--- config.mk ---
export PLATFORM = sky130hd
export DESIGN_NAME = fifo_drain_uart_tx
export DESIGN_NICKNAME = d
export VERILOG_FILES = /design/src/rtl/fifo_drain_uart_tx.sv
export SDC_FILE = /design/constraint.sdc
export NUM_CORES = 1
export LEC_CHECK = 0
export ABC_CLOCK_PERIOD_IN_PS = 4000
export BUFFER_PORTS_ARGS = -buffer_cell sky130_fd_sc_hd__buf_4
export CELL_PAD_IN_SITES_DETAIL_PLACEMENT = 2
export CELL_PAD_IN_SITES_GLOBAL_PLACEMENT = 2
export CORE_ASPECT_RATIO = 0.5
export CORE_UTILIZATION = 37
export DETAILED_ROUTE_END_ITERATION = 16
export HOLD_SLACK_MARGIN = 0.03
export PLACE_DENSITY_LB_ADDON = 0.1
export SYNTH_ARGS = -nofsm -noshare
export SYNTH_HDL_FRONTEND = slang
export SYNTH_SLANG_ARGS = --single-unit
--- constraint.sdc ---
create_clock -name clk -period 4 [get_ports clk]
set_clock_uncertainty 0.15 [all_clocks]
set_input_delay 0.4 -clock clk [delete_from_list [all_inputs] [get_ports clk]]
set_output_delay 0.4 -clock clk [all_outputs]
set_load 0.05 [all_outputs]
--- src/rtl/fifo_drain_uart_tx.sv ---
// rtl/fifo_drain_uart_tx.sv - pops FIFO words and sends them LSB-first as start/data/stop serial frames
// Define FIFO_TX_PARITY_EN to insert an even-parity bit between the data bits and the stop bit.
module fifo_drain_uart_tx #(
  parameter int WIDTH        = 4,
  parameter int CLKS_PER_BIT = 8
) (
  input  logic             clk,
  input  logic             rst_n,
  input  logic             ena,
  input  logic             fifo_empty,
  input  logic [WIDTH-1:0] fifo_rdata,
  output logic             fifo_rd_en,
  output logic             tx_out,
  output logic             busy,
  output logic [7:0]       frame_cnt
);

  localparam int CW = (CLKS_PER_BIT > 1) ? $clog2(CLKS_PER_BIT) : 1;
  localparam int BW = (WIDTH > 1) ? $clog2(WIDTH) : 1;
  localparam logic [CW-1:0] CLK_LAST = CW'(CLKS_PER_BIT - 1);
  localparam logic [BW-1:0] BIT_LAST = BW'(WIDTH - 1);

  localparam logic [2:0] S_IDLE   = 3'd0;
  localparam logic [2:0] S_POP    = 3'd1;
  localparam logic [2:0] S_LATCH  = 3'd2;
  localparam logic [2:0] S_START  = 3'd3;
  localparam logic [2:0] S_DATA   = 3'd4;
  localparam logic [2:0] S_STOP   = 3'd5;
`ifdef FIFO_TX_PARITY_EN
  localparam logic [2:0] S_PARITY = 3'd6;
`endif

  logic [2:0]       r_state;
  logic [WIDTH-1:0] r_shreg;
  logic [CW-1:0]    r_clk_cnt;
  logic [BW-1:0]    r_bit_cnt;
  logic             r_tx;
  logic [7:0]       r_frame_cnt;
`ifdef FIFO_TX_PARITY_EN
  logic             r_parity;
`endif

  logic w_bit_end;

  assign w_bit_end  = (r_clk_cnt == CLK_LAST);
  // Gated by rst_n so a queued word is never popped while the block is held in reset.
  assign fifo_rd_en = rst_n && (r_state == S_IDLE) && ena && !fifo_empty;
  assign tx_out     = r_tx;
  assign busy       = (r_state != S_IDLE);
  assign frame_cnt  = r_frame_cnt;

  // r_tx is loaded with the level of the state being entered, so the line follows the state exactly.
  always_ff @(posedge clk or negedge rst_n) begin
    if (!rst_n) begin
      r_state     <= S_IDLE;
      r_shreg     <= '0;
      r_clk_cnt   <= '0;
      r_bit_cnt   <= '0;
      r_tx        <= 1'b1;
      r_frame_cnt <= 8'd0;
`ifdef FIFO_TX_PARITY_EN
      r_parity    <= 1'b0;
`endif
    end else begin
      case (r_state)
        S_IDLE: begin
          if (fifo_rd_en) r_state <= S_POP;
        end
        S_POP: begin
          r_state <= S_LATCH;
        end
        S_LATCH: begin
          r_shreg   <= fifo_rdata;
`ifdef FIFO_TX_PARITY_EN
          r_parity  <= ^fifo_rdata;
`endif
          r_clk_cnt <= '0;
          r_bit_cnt <= '0;
          r_tx      <= 1'b0;
          r_state   <= S_START;
        end
        S_START: begin
          if (w_bit_end) begin
            r_clk_cnt <= '0;
            r_tx      <= r_shreg[0];
            r_state   <= S_DATA;
          end else begin
            r_clk_cnt <= r_clk_cnt + 1'b1;
          end
        end
        S_DATA: begin
          if (w_bit_end) begin
            r_clk_cnt <= '0;
            r_shreg   <= r_shreg >> 1;
            if (r_bit_cnt == BIT_LAST) begin
`ifdef FIFO_TX_PARITY_EN
              r_tx    <= r_parity;
              r_state <= S_PARITY;
`else
              r_tx    <= 1'b1;
              r_state <= S_STOP;
`endif
            end else begin
              r_bit_cnt <= r_bit_cnt + 1'b1;
              r_tx      <= r_shreg[1];
            end
          end else begin
            r_clk_cnt <= r_clk_cnt + 1'b1;
          end
        end
`ifdef FIFO_TX_PARITY_EN
        S_PARITY: begin
          if (w_bit_end) begin
            r_clk_cnt <= '0;
            r_tx      <= 1'b1;
            r_state   <= S_STOP;
          end else begin
            r_clk_cnt <= r_clk_cnt + 1'b1;
          end
        end
`endif
        S_STOP: begin
          if (w_bit_end) begin
            r_clk_cnt   <= '0;
            r_frame_cnt <= r_frame_cnt + 8'd1;
            r_state     <= S_IDLE;
          end else begin
            r_clk_cnt <= r_clk_cnt + 1'b1;
          end
        end
        default: begin
          r_tx    <= 1'b1;
          r_state <= S_IDLE;
        end
      endcase
    end
  end

endmodule
==> out/qor.txt, run 1 <==
=================================================================================================
DP HPWL                                                                                   2.12 mm
Launching point of the worst reg2reg path                                            r_clk_cnt[0]
Final wirelength                                                                          3.03 mm
Net Count, Synth                                                                              126
Total count of max-transition violations in the final report                                    0
Post-synthesis average cell area                                                        10.0 um^2
Die X-Extent                                                                              80.6 um
Synthesis-stage register bit count                                                             21
Io pins                                                                                        19
Length in cells of the worst reg-to-reg path                                                    6
Total clock sinks                                                                              21
Core Box Area                                                                           2770 um^2
Most numerous cell on the critical path                                                      ha_1
Capturing point of the worst reg2reg path                                            frame_cnt[5]
First-pass GRT wire length                                                                4.73 mm
Type of the worst setup path                                                         flop to flop
Max-cap viol count                                                                              0
Count of cells along the worst hold path                                                        3
Int Pwr                                                                                  0.478 mW
Worst slew margin                                                                           60.1%
Minimum clock period                                                                      2360 ps
Path length in cells of the critical path                                                       6
Final weighted congestion in routability-driven placement                                   0.731
Tot GR Track Use                                                                            20.1%
Number of DRC markers in iteration 0                                                           19
Worst min-delay path startpoint                                                      fifo_rdata[3]
Ranking of synthesized cells by instance count                                       20 x dfrtp_1, 14 x nor2_1, 11 x a21oi_1
Diode count                                                                                     0
PwrDens                                                                               609 nW/um^2
Ordered cell list for the critical path                                              ha_1, ha_1, and4b_2, and4_4, nand3_1, xnor2_1
Final period utilization                                                                    58.9%
Final routed wire length divided by cell count                                            18.0 um
Detailed-route DRC error count                                                                  0
Fraction of final layout cells with drive strength greater than 1                           22.1%
Area of the mapped netlist                                                              1140 um^2
Most frequent cell after synthesis                                                        dfrtp_1
Count of standard-cell rows                                                                    13
RSZ-0062 raised after global routing                                                           no
Number of warning messages in the yosys log                                                     0
Cell class contributing the biggest share of worst-path delay                        simple AND/OR/NAND/NOR gates
Overall die area                                                                        3330 um^2
Number of synthesized flops with an enable pin                                                  0
Deepest level of the CTS H-tree                                                                 1
Count of TritonRoute iterations in the first routing pass                                       4
Gate power share                                                                            39.6%
Final design utilization                                                                    48.6%
Most frequently used flop master after synthesis                                          dfrtp_1
Maximum buffer depth of the clock tree                                                          2
Part of the Yosys area used for sequential elements                                         46.1%
Cell at the root of the clock tree                                                       clkbuf_8
Cell accounting for the most synthesized area                                             dfrtp_1
Class of the most critical hold timing path                                          input port to flop
Endpoints failing hold                                                                          0
Largest fanout on the critical path                                                            17
Via count normalized by instance count                                                       5.38
Data arrival at the endpoint of the critical path                                         2360 ps
Transition time at the pin with the least slew margin                                      599 ps
Clock network latency to the later pin of the worst-skew pair                              260 ps
Result of the run                                                                    finished clean
Number of port buffers                                                                         18
Clock share of power                                                                        17.5%
Delay of the slowest cell on the worst path                                                540 ps
Via count of the first global-routing pass                                                    949
Critical path buffer and inverter count                                                         0
Achievable frequency                                                                    0.424 GHz
End point of the most critical hold path                                               r_shreg[3]
Proportion of register bits with asynchronous set or reset after synthesis                   100%
Area contributors post-synth                                                         dfrtp_1 44%, a21oi_1 4.8%, nor2_1 4.6%, ha_1 4.4%, mux2i_1 4.4%
Synthesized netlist cell count                                                                114
Detailed-route via count                                                                      904
Share of total power consumed by net switching                                              41.7%
Worst reg-to-reg setup slack                                                              1640 ps
Largest net degree at the start of global routing                                              23
Signed area change from the synthesized netlist to the final layout                         17.5%
Resized Gates After CTS                                                                         0
Number of antenna violations at the first check in global routing                               0
CP endpoint kind                                                                             flop
Number of clock buffers inserted by TritonCTS                                                   3
Leakage Power                                                                            0.640 nW
Net Sw Power                                                                             0.341 mW
Part of the power in registers                                                              42.8%
Element type at the critical path start                                                      flop
Setup-violating endpoint count in the final report                                              0
Fin nets                                                                                      144
Slowest library cell on the worst path                                                       ha_1
Number of distinct library cell variants in the gate-level netlist after synthesis             38
Detail Route Antenna Nets                                                                       0
GRT Residual Overflow                                                                           0
CTS tree                                                                                     done
Summed negative setup slack over all endpoints                                               0 ps
VDD IR max                                                                             0.000279 V
Die height                                                                                41.3 um
Worst endpoint required time                                                              4000 ps
CTS clock-pin slew for the worst setup and hold paths                                       80 ps
Starting density of the core                                                                41.4%
Fraction of post-synthesis cell area in the top cell type by area                           43.8%
=================================================================================================
[tightest hold or removal path: stages]
cell and delay (ps):
buf_4 80, nand2_1 40, o21ai_0 70
[cells by family (layout without fill, tap and decap cells)]
group / Yosys count / count (layout) / synth area share [%]
xor+xnor: 7 / 7 / 5.36
mux: 6 / 6 / 5.36
fa+ha+maj: 4 / 4 / 4.38
simple gates: 38 / 38 / 17.2
flops: 21 / 21 / 46.1
buf+inv: 9 / 26 / 4.27
compound gates: 29 / 29 / 17.4
[stage by stage]
step                      cells  instance area, um^2  worst slack [ps]  power, mW  hold WS [ps]
final                       168                 1340              1640      0.819           213
after CTS                   168                 1340              1660      0.830           209
after detailed placement    163                 1290              1700      0.672           159
after floorplan             114                 1140              1550      0.582         -45.6
after global placement      163                 1290              1830      0.647           158
after global routing        168                 1340              1490      0.873           210
[layout make-up]
class | instances | area (um^2)
sequential | 21 | 527
clock inverter | 1 | 5.00
multi-input combinational | 84 | 568
clock buffer | 3 | 41.3
tap | 37 | 46.3
inverter | 3 | 11.3
fill | 301 | 1420
timing repair buffer | 19 | 145
[worst max path at each step]
| stage | startpoint | to | slack (ps) |
|---|---|---|---|
| after global placement | r_clk_cnt[0] | frame_cnt[5] | 1830 |
| after floorplan | r_state[0] | fifo_rd_en | 1550 |
| after detailed placement | r_clk_cnt[0] | frame_cnt[5] | 1700 |
| after global routing | r_clk_cnt[0] | frame_cnt[5] | 1490 |
| after CTS | r_clk_cnt[0] | frame_cnt[5] | 1660 |
| final | r_clk_cnt[0] | frame_cnt[5] | 1640 |
[routing by layer]
layer | global-route usage (%) | up-vias | part of all wire, %
met1 | 22.6 | 444 | 48
met2 | 41.5 | 19 | 48
met3 | 4.57 | 2 | 3.1
li1 | - | 439 | -
met4 | 4.02 | 0 | 0.36
met5 | 0 | - | 0
[sequential cells by signal, indices dropped and copies added, names as in the netlist]
signal and cells:
r_shreg 4, r_state 3, r_bit_cnt 2, frame_cnt 8, tx_out 1, r_clk_cnt 3
[power by group through the flow]
stage | Combinational, mW | Clock [mW] | Sequential [mW]
final | 0.324 | 0.144 | 0.351
after global routing | 0.358 | 0.156 | 0.360
after CTS | 0.330 | 0.149 | 0.351
after detailed placement | 0.319 | 0 | 0.354
after global placement | 0.299 | 0 | 0.347
after floorplan | 0.254 | 0 | 0.328
[cell usage in the layout (no fill, tap or decap), types with 2 or more instances in the layout]
cell      instances
nand3b_1          2
nand2b_1          3
nor2_1           14
and3_1            2
xnor2_1           5
nand2_1           7
nand3_1           2
nor2b_1           2
xor2_1            2
ha_1              4
dfrtp_1          20
o21ai_0           4
a31oi_1           2
inv_1             3
a221oi_1          3
clkbuf_8          3
mux2i_1           5
a21oi_1          11
buf_4            18
[what timing repair did]
item | in CTS | in global routing
hold buffers | 1 | 0
hold endpoints to repair | 20 | 0
buffers inserted | 0 | 0
(Power assumes the default switching activity.)
==> run 2: changes to the inputs <==
- ABC_AREA: not set -> 1
- ABC_CLOCK_PERIOD_IN_PS: 4000 -> 2170
- CORE_UTILIZATION: 37 -> 32
- clock period: 4 -> 2.17 ns (I/O delays scaled with it)
==> out/qor.txt, run 2 <==
=================================================================================================
Area contributors post-synth                                                         dfrtp_1 41%, nand2_1 16%, inv_1 5.5%, nand3_1 4.5%, ha_1 4.1%
Final weighted congestion in routability-driven placement                                   0.693
Post-synthesis xor/xnor area fraction                                                       2.86%
First-pass GRT wire length                                                                5.02 mm
Via count normalized by instance count                                                       4.78
Setup-violating endpoint count in the final report                                              0
GRT Residual Overflow                                                                           0
CP endpoint kind                                                                       output pin
Detailed-route DRC error count                                                                  0
Tot GR Track Use                                                                            17.0%
Minimum clock period                                                                      1920 ps
Element type at the critical path start                                                input port
Synthesized-area fraction occupied by adder cells                                           4.09%
Via count of the first global-routing pass                                                   1070
Synthesis-stage register bit count                                                             21
Overall die area                                                                        4090 um^2
Cell at the root of the clock tree                                                       clkbuf_8
CTS clock-pin slew for the worst setup and hold paths                                       80 ps
Synthesized-area fraction occupied by and/or/nand/nor cells                                 35.1%
Number of warning messages in the yosys log                                                     0
Final routed wire length divided by cell count                                            13.5 um
Final wirelength                                                                          3.02 mm
Mux cell area share after synthesis                                                            0%
Most common library cell in the layout ignoring fill and taps                             nand2_1
Most frequently used flop master after synthesis                                          dfrtp_1
DP HPWL                                                                                   2.42 mm
Number of DRC markers in iteration 0                                                           36
Worst slew margin                                                                           70.7%
Core Box Area                                                                           3550 um^2
Leakage Power                                                                            0.785 nW
Compound-gate portion of the synthesized area                                               6.95%
Result of the run                                                                    finished clean
Transition time at the pin with the least slew margin                                      440 ps
Clock network latency to the later pin of the worst-skew pair                              270 ps
Number of distinct library cell variants in the gate-level netlist after synthesis             24
Data arrival at the endpoint of the critical path                                         1550 ps
Largest family of logic cells by synthesized area                                    simple AND/OR/NAND/NOR gates
Number of synthesized flops with an enable pin                                                  0
Proportion of register bits with asynchronous set or reset after synthesis                   100%
Area of the mapped netlist                                                              1220 um^2
Deepest level of the CTS H-tree                                                                 1
Detail Route Antenna Nets                                                                       0
Fraction of post-synthesis cell area in the top cell type by area                           40.9%
Number of port buffers                                                                         18
Total clock sinks                                                                              21
Synthesized netlist cell count                                                                150
Post-synthesis average cell area                                                        8.17 um^2
PwrDens                                                                              1120 nW/um^2
Max-cap viol count                                                                              0
Die height                                                                                45.8 um
Detailed-route via count                                                                     1067
Slowest library cell on the worst path                                               dlygate4sd3_1
Fraction of final layout cells with drive strength greater than 1                           21.5%
Achievable frequency                                                                    0.522 GHz
Final design utilization                                                                    41.4%
Resized Gates After CTS                                                                         0
Cell Count Post-Placement                                                                     217
Ordered cell list for the critical path                                              dlygate4sd3_1, buf_4, nand3b_1, nor2_1, buf_4
Net Count, Synth                                                                              162
Top library cells by usage in the layout, fill and taps aside                        53 x nand2_1, 20 x dfrtp_1, 18 x inv_1, 18 x buf_4, 11 x nand3_1
Starting density of the core                                                                34.5%
Count of standard-cell rows                                                                    15
Largest register FFs                                                                            8
Diode count                                                                                     0
Cell accounting for the most synthesized area                                             dfrtp_1
Most numerous cell on the critical path                                                     buf_4
Endpoints failing hold                                                                          0
Total count of max-transition violations in the final report                                    0
Class of the most critical hold timing path                                          input port to flop
Worst endpoint required time                                                              1800 ps
Ranking of synthesized cells by instance count                                       53 x nand2_1, 20 x dfrtp_1, 18 x inv_1
Largest net degree at the start of global routing                                              23
Final period utilization                                                                    88.4%
Delay of the slowest cell on the worst path                                                530 ps
RSZ-0062 raised after global routing                                                           no
Part of the Yosys area used for sequential elements                                         43.0%
Largest fanout on the critical path                                                            22
Number of clock buffers inserted by TritonCTS                                                   3
Maximum buffer depth of the clock tree                                                          2
Count of TritonRoute iterations in the first routing pass                                       4
Worst reg-to-reg setup slack                                                               450 ps
Fin nets                                                                                      185
VDD IR max                                                                             0.000380 V
Fin cells                                                                                     223
Die X-Extent                                                                              89.5 um
CTS tree                                                                                     done
Io pins                                                                                        19
Final-layout fill cell count                                                                  423
Type of the worst setup path                                                         input port to output pin
Most frequent cell after synthesis                                                        nand2_1
Signed area change from the synthesized netlist to the final layout                         19.8%
Summed negative setup slack over all endpoints                                               0 ps
Number of antenna violations at the first check in global routing                               0
=================================================================================================
[run 2: cell types whose count changed in the layout (fill, tap and decap cells not counted), moves of 5 or more]
cell / previous run / this run
nand2_1: 7 / 53
a21oi_1: 11 / 4
nor2_1: 14 / 6
mux2i_1: 5 / 0
inv_1: 3 / 18
nand3_1: 2 / 11
[run 2: logic make-up (layout without fill, tap and decap cells)]
group                    Yosys count  count (layout)
AO/OA/AOI/OAI                     14              14
XOR/XNOR                           4               4
adder cells (fa/ha/maj)            4               4
buffers and inverters             22              44
flip-flops                        21              21
AND/OR/NAND/NOR                   85              85
[run 2: layout make-up]
type                       count  area, um^2  share of cell area (%)
sequential                    21         527                    35.9
inverter                      20        75.1                    5.12
clock inverter                 1        5.00                   0.341
clock buffer                   3        41.3                    2.81
tap                           51        63.8                    4.35
multi-input combinational    107         601                    40.9
timing repair buffer          20         155                    10.6
[run 2: what timing repair did]
action	CTS	global route
buffers inserted	0	0
hold endpoints to repair	22	0
hold buffers	2	0
[run 2: power breakdown]
part	internal, mW	switching (mW)	total, mW
Combinational	0.259	0.506	0.765
Sequential	0.494	0.121	0.615
Clock	0.128	0.139	0.268
Total	0.882	0.766	1.65
[run 2: worst paths after layout]
path                               start           end  depth (start not counted)
max                                rst_n    fifo_rd_en                          5
min                        fifo_rdata[0]    r_shreg[0]                          3
max reg2reg                 r_clk_cnt[0]  frame_cnt[5]                          7
min reg2reg                       tx_out        tx_out                          2
max in group asynchronous          rst_n        tx_out                          2
min in group asynchronous          rst_n  frame_cnt[4]                          2
[run 2: worst max-delay path: cells and delay by family]
family | cells | cell delay, ps
and+or+nand+nor | 2 | 300
buffers and inverters | 3 | 1030
[run 2: metal layers]
metal / up-vias / GRT usage [%] / part of all wire [%] / routed length (um)
li1: 519 / - / - / -
met1: 527 / 20.4 / 47 / 1430
met2: 16 / 31.0 / 48 / 1460
met3: 5 / 4.89 / 3.5 / 105
met4: 0 / 3.81 / 0.70 / 21
met5: - / 0 / 0 / 0
[run 2: through the flow]
stage / total power [mW] / setup slack, ps / hold WS, ps / cell area (um^2)
final: 1.65 / 253 / 124 / 1470
after global routing: 1.79 / 111 / 191 / 1470
after CTS: 1.68 / 209 / 127 / 1470
after detailed placement: 1.40 / 429 / -16.1 / 1400
after global placement: 1.36 / 520 / -18.8 / 1400
after floorplan: 1.22 / 119 / -229 / 1220
==> run 3: changes to the inputs <==
- PLACE_DENSITY: not set -> 0.82
- PLACE_DENSITY_LB_ADDON: 0.1 -> not set
==> out/qor.txt, run 3 (same netlist as run 2, synthesis figures left out) <==
==================================================================================
Net Sw Power                                                              0.762 mW
Cell at the root of the clock tree                                        clkbuf_8
Largest register FFs                                                             8
Most common library cell in the layout ignoring fill and taps              nand2_1
Detail Route Antenna Nets                                                        0
Io pins                                                                         19
Delay of the slowest cell on the worst path                                 530 ps
Final period utilization                                                     87.1%
CP endpoint kind                                                        output pin
Minimum clock period                                                       1890 ps
Total count of max-transition violations in the final report                     0
Fin nets                                                                       185
Die X-Extent                                                               89.5 um
Final wirelength                                                           3.06 mm
Slowest library cell on the worst path                                     dfrtp_1
Leakage Power                                                             0.782 nW
Core Box Area                                                            3550 um^2
Die height                                                                 45.8 um
Data arrival at the endpoint of the critical path                          1520 ps
CTS tree                                                                      done
Fin Hold WS                                                                 137 ps
Final design utilization                                                     41.3%
Class of the most critical hold timing path                           input port to flop
Detailed-route via count                                                      1053
Critical path buffer and inverter count                                          3
CTS clock-pin slew for the worst setup and hold paths                        80 ps
RSZ-0062 raised after global routing                                            no
Maximum buffer depth of the clock tree                                           2
Worst slew margin                                                            71.4%
Number of clock buffers inserted by TritonCTS                                    3
Top library cells by usage in the layout, fill and taps aside         53 x nand2_1, 20 x dfrtp_1, 18 x inv_1, 18 x buf_4, 11 x nand3_1
Overall die area                                                         4090 um^2
Endpoints failing hold                                                           0
Diode count                                                                      0
DP HPWL                                                                    2.44 mm
Cell class contributing the biggest share of worst-path delay           flip-flops
Total clock sinks                                                               21
Via count normalized by instance count                                        4.72
Number of port buffers                                                          18
Starting density of the core                                                 34.5%
Part of the power in registers                                               37.4%
Number of antenna violations at the first check in global routing                0
Summed negative setup slack over all endpoints                                0 ps
Achievable frequency                                                     0.529 GHz
Int Pwr                                                                   0.886 mW
Deepest level of the CTS H-tree                                                  1
Signed area change from the synthesized netlist to the final layout          19.7%
Element type at the critical path start                                       flop
GRT Residual Overflow                                                            0
Transition time at the pin with the least slew margin                       429 ps
VDD IR max                                                              0.000357 V
Ordered cell list for the critical path                               inv_1, nand2_1, nor2_1, inv_1, nor2_1, buf_4
Setup-violating endpoint count in the final report                               0
Result of the run                                                     finished clean
Cell Count Post-Placement                                                      217
Final-layout fill cell count                                                   400
Via count of the first global-routing pass                                    1080
Max-cap viol count                                                               0
Largest fanout on the critical path                                              8
PwrDens                                                               1120 nW/um^2
Share of total power consumed by net switching                               46.2%
First-pass GRT wire length                                                 5.11 mm
Clock network latency to the later pin of the worst-skew pair               260 ps
Type of the worst setup path                                          flop to output pin
Detailed-route DRC error count                                                   0
Largest net degree at the start of global routing                               23
Fraction of final layout cells with drive strength greater than 1            20.9%
Worst endpoint required time                                               1800 ps
Tot GR Track Use                                                             17.2%
Count of TritonRoute iterations in the first routing pass                        4
Count of standard-cell rows                                                     15
Clock share of power                                                         15.6%
Final weighted congestion in routability-driven placement                    0.743
Fin cells                                                                      223
Gate power share                                                             47.0%
Number of DRC markers in iteration 0                                            29
Final routed wire length divided by cell count                             13.7 um
==================================================================================
==> run 3: changes by cell type in the layout (fill, tap and decap cells not counted) <==
| cell | change |
|---|---|
| clkinv_2 | -1 |
| clkbuf_1 | +1 |
==> run 3: final cells by class <==
type | count | area, um^2 | area share, %
Clock buffer | 4 | 45.0 | 3.07
Multi-Input combinational cell | 107 | 601 | 41.0
Timing Repair Buffer | 20 | 155 | 10.6
Inverter | 20 | 75.1 | 5.12
Tap cell | 51 | 63.8 | 4.35
Sequential cell | 21 | 527 | 35.9
==> run 3: worst reg2reg max path: cells and delay by family, from the launching register on <==
kind	cells	cell delay, ps
and+or+nand+nor	5	650
DFF	1	400
adders and majority gates	2	400
==> run 3: layer usage <==
metal	GRT usage [%]	share of wire, %
met1	20.7	47
met2	32.1	50
met3	4.35	2.9
met4	2.86	0.33
met5	0	0
==> run 3: path summary, 6_finish.rpt <==
check	startpoint	endpoint	slack [ps]	cells past startpoint
worst max-delay path	r_state[0]	fifo_rd_en	280	6
worst min-delay path	fifo_rdata[1]	r_shreg[1]	140	5
worst max register to register	r_clk_cnt[0]	frame_cnt[6]	470	7
worst min register to register	r_bit_cnt[0]	r_bit_cnt[0]	340	1
max in group asynchronous	rst_n	tx_out	1360	2
min in group asynchronous	rst_n	r_shreg[0]	230	2
==> run 3: timing repair <==
| item | in CTS | in global routing |
|---|---|---|
| gates resized for setup | 0 | 0 |
| endpoints found under the hold margin | 22 | 0 |
| hold buffers | 2 | 0 |
| setup buffers | 0 | 0 |
| endpoints found under the setup margin | 0 | 0 |
==> run 3: metrics by stage <==
stage | setup slack, ps | power [mW] | instance area, um^2
final | 279 | 1.65 | 1470
after global routing | 116 | 1.79 | 1470
after CTS | 235 | 1.68 | 1470
after detailed placement | 467 | 1.40 | 1400
after global placement | 523 | 1.36 | 1400
after floorplan | 119 | 1.22 | 1220
==> run 3: power groups by stage <==
| stage | registers, mW | logic, mW | clock network (mW) |
|---|---|---|---|
| floorplan | 0.598 | 0.621 | 0 |
| global placement | 0.615 | 0.741 | 0 |
| detailed placement | 0.621 | 0.781 | 0 |
| CTS | 0.615 | 0.792 | 0.272 |
| global route | 0.630 | 0.872 | 0.285 |
| finish | 0.616 | 0.775 | 0.257 |
